--- src/rtl/scan_sequencer.sv ---
// Row-scan sequencer: walks the set bits of a latched row mask, holding each
// row enabled for a dwell period with optional blanking gaps between rows.
module scan_sequencer (
  input  logic       clk,
  input  logic       rst_n,
  input  logic       start,
  input  logic       stop,
  input  logic       continuous,
  input  logic [7:0] dwell,
  input  logic [3:0] blank,
  input  logic [7:0] row_mask,
  output logic [2:0] sel,
  output logic       en,
  output logic       busy,
  output logic       frame_done
);

  // state  | meaning
  // IDLE   | waiting for an accepted start; en=0, busy=0, sel holds
  // ACTIVE | current row enabled, dwell counter running
  // BLANK  | gap between rows; en=0, sel still on the previous row
  typedef enum logic [1:0] {IDLE, ACTIVE, BLANK} state_e;

  state_e     state_q, state_d;
  logic [2:0] sel_q, sel_d;
  logic [2:0] nxt_q, nxt_d;
  logic       en_q, en_d;
  logic       busy_q, busy_d;
  logic       frame_done_q, frame_done_d;
  logic [7:0] dwell_q, dwell_d;
  logic [7:0] dwell_cnt_q, dwell_cnt_d;
  logic [3:0] blank_q, blank_d;
  logic [3:0] blank_cnt_q, blank_cnt_d;
  logic [7:0] mask_q, mask_d;
  logic       cont_q, cont_d;

  logic [3:0] fwd, wrap, first;
  logic [2:0] target;
  logic [7:0] dwell_eff;

  // Returns {found, index} of the lowest set bit above cur (or lowest overall).
  function automatic logic [3:0] find_row(input logic [7:0] m, input logic [2:0] cur,
                                          input logic from_bottom);
    logic [3:0] r;
    r = '0;
    for (int i = 7; i >= 0; i--) begin
      if (m[i] && (from_bottom || i > int'(cur))) r = {1'b1, 3'(i)};
    end
    return r;
  endfunction

  always_comb begin
    state_d      = state_q;
    sel_d        = sel_q;
    nxt_d        = nxt_q;
    en_d         = en_q;
    busy_d       = busy_q;
    frame_done_d = 1'b0;
    dwell_d      = dwell_q;
    dwell_cnt_d  = dwell_cnt_q;
    blank_d      = blank_q;
    blank_cnt_d  = blank_cnt_q;
    mask_d       = mask_q;
    cont_d       = cont_q;
    fwd          = find_row(mask_q, sel_q, 1'b0);
    wrap         = find_row(mask_q, sel_q, 1'b1);
    first        = find_row(row_mask, 3'd0, 1'b1);
    target       = fwd[3] ? fwd[2:0] : wrap[2:0];
    dwell_eff    = (dwell == 8'd0) ? 8'd1 : dwell;

    case (state_q)
      IDLE: begin
        en_d   = 1'b0;
        busy_d = 1'b0;
        if (start && !stop && row_mask != 8'd0) begin
          dwell_d     = dwell_eff;
          blank_d     = blank;
          mask_d      = row_mask;
          cont_d      = continuous;
          sel_d       = first[2:0];
          dwell_cnt_d = dwell_eff - 8'd1;
          en_d        = 1'b1;
          busy_d      = 1'b1;
          state_d     = ACTIVE;
        end
      end
      ACTIVE: begin
        if (stop) begin
          state_d = IDLE;
          en_d    = 1'b0;
          busy_d  = 1'b0;
        end else if (dwell_cnt_q != 8'd0) begin
          dwell_cnt_d = dwell_cnt_q - 8'd1;
        end else begin
          frame_done_d = !fwd[3];
          if (!fwd[3] && !cont_q) begin
            state_d = IDLE;
            en_d    = 1'b0;
            busy_d  = 1'b0;
          end else if (blank_q != 4'd0) begin
            state_d     = BLANK;
            en_d        = 1'b0;
            blank_cnt_d = blank_q - 4'd1;
            nxt_d       = target;
          end else begin
            sel_d       = target;
            dwell_cnt_d = dwell_q - 8'd1;
          end
        end
      end
      BLANK: begin
        if (stop) begin
          state_d = IDLE;
          en_d    = 1'b0;
          busy_d  = 1'b0;
        end else if (blank_cnt_q != 4'd0) begin
          blank_cnt_d = blank_cnt_q - 4'd1;
        end else begin
          state_d     = ACTIVE;
          en_d        = 1'b1;
          sel_d       = nxt_q;
          dwell_cnt_d = dwell_q - 8'd1;
        end
      end
      default: begin
        state_d = IDLE;
        en_d    = 1'b0;
        busy_d  = 1'b0;
      end
    endcase
  end

  always_ff @(posedge clk or negedge rst_n) begin
    if (!rst_n) begin
      state_q      <= IDLE;
      sel_q        <= '0;
      nxt_q        <= '0;
      en_q         <= 1'b0;
      busy_q       <= 1'b0;
      frame_done_q <= 1'b0;
      dwell_q      <= '0;
      dwell_cnt_q  <= '0;
      blank_q      <= '0;
      blank_cnt_q  <= '0;
      mask_q       <= '0;
      cont_q       <= 1'b0;
    end else begin
      state_q      <= state_d;
      sel_q        <= sel_d;
      nxt_q        <= nxt_d;
      en_q         <= en_d;
      busy_q       <= busy_d;
      frame_done_q <= frame_done_d;
      dwell_q      <= dwell_d;
      dwell_cnt_q  <= dwell_cnt_d;
      blank_q      <= blank_d;
      blank_cnt_q  <= blank_cnt_d;
      mask_q       <= mask_d;
      cont_q       <= cont_d;
    end
  end

  assign sel        = sel_q;
  assign en         = en_q;
  assign busy       = busy_q;
  assign frame_done = frame_done_q;

endmodule

--- config.mk ---
export PLATFORM = sky130hd
export DESIGN_NAME = scan_sequencer
export DESIGN_NICKNAME = d
export VERILOG_FILES = /design/src/rtl/scan_sequencer.sv
export SDC_FILE = /design/constraint.sdc
export NUM_CORES = 1
export LEC_CHECK = 0
export ABC_CLOCK_PERIOD_IN_PS = 3000
export BUFFER_PORTS_ARGS = -buffer_cell sky130_fd_sc_hd__buf_2
export CAP_MARGIN = 20
export CORE_MARGIN = 2
export CORE_UTILIZATION = 61
export CTS_BUF_LIST = sky130_fd_sc_hd__clkbuf_2
export DETAILED_ROUTE_END_ITERATION = 16
export HOLD_SLACK_MARGIN = 0.02
export MAX_ROUTING_LAYER = met4
export PLACE_DENSITY_LB_ADDON = 0.25
export SLEW_MARGIN = 20
export SYNTH_ARGS = -nofsm -noshare
export SYNTH_HDL_FRONTEND = slang
export SYNTH_SLANG_ARGS = --single-unit
--- constraint.sdc ---
create_clock -name clk -period 3 [get_ports clk]
set_input_delay 0.6 -clock clk [delete_from_list [all_inputs] [get_ports clk]]
set_output_delay 0.6 -clock clk [all_outputs]
set_load 0.005 [all_outputs]
---- Word-level counts from Yosys, hierarchy flattened ----
Cells that the tools add are included.
word-level totals
  bits in read-only memories .............. 0
  logic and storage cells ................. 146
  latch bits .............................. 0
  output and inout port bits .............. 6
  input port bits ......................... 25
  bits in writable memories ............... 0
  register bits ........................... 44
  memories ................................ 0
operators by class
  div/mod/pow operators ................... 0
  equality and inequality tests ........... 18
  add/subtract/negate cells ............... 5
  magnitude comparators ................... 7
  multiply operators ...................... 0
  bitwise logic cells ..................... 3
  shifts and indexed selects .............. 0
  reduce and logical (&&, ||, !) cells .... 29
  multiplexer cells ....................... 72
operators by type and width
  kind                                                          number
  two-way mux 3 bit                                             24
  two-way mux 8 bit                                             8
  two-way mux 4 bit                                             13
  one-hot mux 8 bit (3 select lines)                            1
  subtractor 8 x 1 -> 8 bit, second input constant              3
  inequality test 2 bit, second input constant                  10
  nonzero test 8 bit                                            2
  inequality test 3 bit, second input constant                  5
  two-way mux 1 bit                                             14
  two-way mux 2 bit                                             7
  AND reduction 7 bit                                           2
  greater-than comparator 3 bit, first input constant           4
  logical AND 1 bit                                             10
  one-hot mux 3 bit (3 select lines)                            1
  logical NOT 8 bit                                             1
  one-hot mux 4 bit (2 select lines)                            1
  AND reduction 8 bit                                           1
  nonzero test 4 bit                                            2
  subtractor 4 x 1 -> 4 bit, second input constant              2
  greater-than comparator 2 x 3 -> 1 bit, first input constant  2
  one-hot mux 1 bit (3 select lines)                            2
  one-hot mux 2 bit (3 select lines)                            1
  AND reduction 3 bit                                           2
  AND reduction 5 bit                                           1
  other kinds (11)                                              15

---- Depth between registers and ports, before layout ----
  depth in word-level cells ............... 15
  gate-level depth with buffers ........... 10
  mapped depth without buffers ............ 10

---- Least setup slack after synthesis ----
OpenSTA, ideal clock, no wires.
  path kind ............................... register to register
  from .................................... register dwell_cnt_q[0]
  to ...................................... register dwell_cnt_q[5]
  setup time .............................. 0.129 ns
  setup slack ............................. 0.499 ns
  required time ........................... 2.871 ns
  path buffers ............................ 2
  stages on the path, launching flop included .. 10
  arrival ................................. 2.371 ns
  cell sequence ........................... dfrtp_1 -> inv_1 -> ha_1 -> or4b_1 -> buf_2 -> or3_1 -> o41a_1 -> o211ai_4 -> buf_6 -> o21ai_0
on the way
  word-level cells in the longest chain between the ends .. 4
ends and longest elaborated chain
  element                                                          RTL line  RTL
  start, declared                                                  31        logic [7:0] dwell_cnt_q, dwell_cnt_d;
  start signal, assigned                                           155       dwell_cnt_q <= dwell_cnt_d;
  subtractor 8 x 1 -> 8 bit or nonzero test 8 bit (tied branches)  93, 92
  two-way mux 8 bit                                                92        end else if (dwell_cnt_q != 8'd0) begin
  two-way mux 8 bit                                                88        if (stop) begin
  one-hot mux 8 bit (3 select lines)                               71        case (state_q)
Parallel ways exist; a longest one is shown, timed or not. The select of a mux whose other input is x is not followed.
A chain may end at the register's enable or synchronous reset.

---- Worst setup path in the final report ----
  from .................................... register dwell_cnt_q[0]
  to ...................................... register dwell_cnt_q[3]
The elaborated chain is that of the path after synthesis.

==> metrics <==
run status finished, final reports clean; R2R Setup Slk 260 ps; Std-Cell Rows 25; Residual DRC 0; Chip Height 74.31 µm; TritonCTS Buffers 5; maxcap violations 0; Yosys top cell by area dfrtp_1; pin slew with the least headroom to its limit 708.7 ps; Final Wtd Congestion 0.9223; Seq/Total Area, Yosys 36.51%; synthesized area 3015 µm²; drt pass-1 iters 4; Leakage around 1.4 nW; Mapped Avg Cell Area 8.895 µm²; WL/cell 16.09 µm; Net Count, Synth ~370; Hold Buf Count CTS 0; pwr dens 1076 nW/µm²; Fin Setup TNS 0 ps; CTS root buf clkbuf_2; core area 4755 µm²; CP endpoint kind flop; Max Clock Skew ~14 ps; Starting DRT DRC Count 170; # diodes 0; Slew Viols, Final 0; Via density 6.194; fin crit share between 90% and 100%; Post-CTS Resized 0; Detail Route Antenna Nets 0; final hold viol count 0; number of global-route vias before repair 2546; largest net degree at the start of global routing 45; clock latency on the worst-skew pair 410 ps; start of the worst register-to-register path dwell_cnt_q[0]; Async SR Flop Fraction 100.0%; total gr overflow 0; Reg clk slew, reported paths 220 ps; FF+latch count, synth 44; Yosys cell types 57; Synth Warn # 0; gr usage total 28.82%; Final setup viols 0; worst vdd ir 0.0005215 V; initial antenna violation count 0; Routed WL 7062 µm; post-route setup slack 262.5 ps; CP Launch Type flop; unrepaired setup endpoints after global routing no; commonest non-fill, non-tap cell in the layout dfrtp_1; critical path arrival 3080 ps; Post CTS Setup Buffer Count 0; Starting Density 63.42%; area share of the largest cell type after synthesis 36.51%; CTS H-tree lvls 2; layout cells sized above 1 20.97%; Data required, critical path 3340 ps; overall power 3.578 mW; DP Worst Slack 278.5 ps; Worst Hold Class in -> async; Area Growth Syn to Fin 10.33%; Clock Path Buffers 2; Slew HR 52.32%; ys flop type dfrtp_1; die extent in x 74.31 µm; first-pass GRT wire length 11850 µm; most frequent cells in the layout dfrtp_1, nand2_1, buf_2; top post-synthesis cells by area dfrtp_1, mux2_2, o21ai_0; Syn Inst Count 339; Setup CP Type reg -> reg; Vias approximately 2700; Worst R2R End dwell_cnt_q[3]; hpwl dp 5293 µm; worst-path maximum fanout 15; IO buf count 30; die area ~5500 µm²; TritonCTS clock tree yes; Fmax 365.3 MHz; Finished Core Util 69.97%; FF-to-FF path depth 8; Post-synth EDFFs 0; Tmin final 2737 ps; # clock sinks 44; final net count about 400; Ports 31
[synthesized netlist by cell type (2+ instances only)]
library cell	number
nand2_1	30
clkbuf_1	9
buf_2	3
nor2_1	26
or4_1	7
o21ai_0	26
nor2b_1	4
nor4_1	13
a21o_1	2
inv_1	19
xor2_1	7
xnor2_1	8
and3_1	3
a211oi_1	4
mux2i_1	8
o21a_1	2
nor4b_1	2
o22ai_1	2
ha_1	8
mux2_2	21
o21ai_2	2
a21oi_1	14
a31oi_1	8
a21bo_2	2
nor3b_1	3
or3_1	4
dfrtp_1	44
o31ai_1	5
a221oi_1	3
nand2b_1	6
o21bai_1	2
nand3_1	9
o41ai_1	2
nor3_1	8
[final cells by class]
cell class / instances / area (µm²)
Multi-Input combinational cell: 261 / 1775
Inverter: 20 / 75.07
Sequential cell: 44 / 1101
Tap cell: 67 / 83.83
Clock buffer: 6 / 30.03
Fill cell: 413 / 1428
Timing Repair Buffer: 39 / 250.2
Clock inverter: 2 / 11.26
[stage by stage]
step	std cells	hold WS (ps)	cell area, µm²
global placement	430	461.1	3258
finish	439	146.4	3327
floorplan	339	304.4	3015
global route	439	125.1	3327
detailed placement	430	471.5	3258
CTS	438	333.6	3299
[sequential cells by signal (all words and copies together) (netlist names)]
register     flops
frame_done       1
sel              3
mask_q           8
dwell_cnt_q      8
dwell_q          8
nxt_q            3
blank_cnt_q      4
state_q          2
cont_q           1
busy             1
blank_q          4
en               1
[how the worst max path moves through the flow]
stage	startpoint	endpoint	slack (ps)	cells past startpoint
after floorplan	dwell_cnt_q[0]	dwell_cnt_q[5]	500	9
after detailed placement	dwell_cnt_q[0]	dwell_cnt_q[3]	280	8
after CTS	dwell_cnt_q[0]	dwell_cnt_q[3]	280	8
after global routing	dwell_cnt_q[0]	dwell_cnt_q[3]	150	8
after global placement	dwell_cnt_q[0]	dwell_cnt_q[3]	380	8
final	dwell_cnt_q[0]	dwell_cnt_q[3]	260	8
[critical path, cell delays in order, from the launching register on]
cell and delay (ps):
dfrtp_1 470, inv_1 70, ha_1 200, or4b_1 480, or3_1 380, o41a_1 370
o211ai_4 420, a221oi_1 100, a21o_1 180
[metal layers]
layer / part of all wire [%] / wire length [µm] / up-vias / GRT usage (%)
met5: 0 / 0 / - / -
met4: 2.9 / 208 / 0 / 10.71
met3: 5.3 / 376 / 19 / 5.420
met2: 46 / 3255 / 106 / 45.24
met1: 46 / 3221 / 1285 / 37.35
li1: - / - / 1309 / -
[where the power goes]
| part | total [mW] | switching [mW] | internal [mW] |
|---|---|---|---|
| Sequential | 1.23 | 0.348 | 0.878 |
| Combinational | 2.10 | 1.17 | 0.930 |
| Clock | 0.249 | 0.191 | 0.0581 |
| Total | 3.58 | 1.71 | 1.87 |
[cell families after synthesis]
logic type / share of synthesized area (%)
xor gates and xnor gates: 4.357
buffers and inverters: 4.605
muxes: 10.50
DFF: 36.51
AOI/OAI and AO/OA: 19.59
and+or+nand+nor: 21.12
adders and majority gates: 3.320
(Power assumes the default switching activity.)
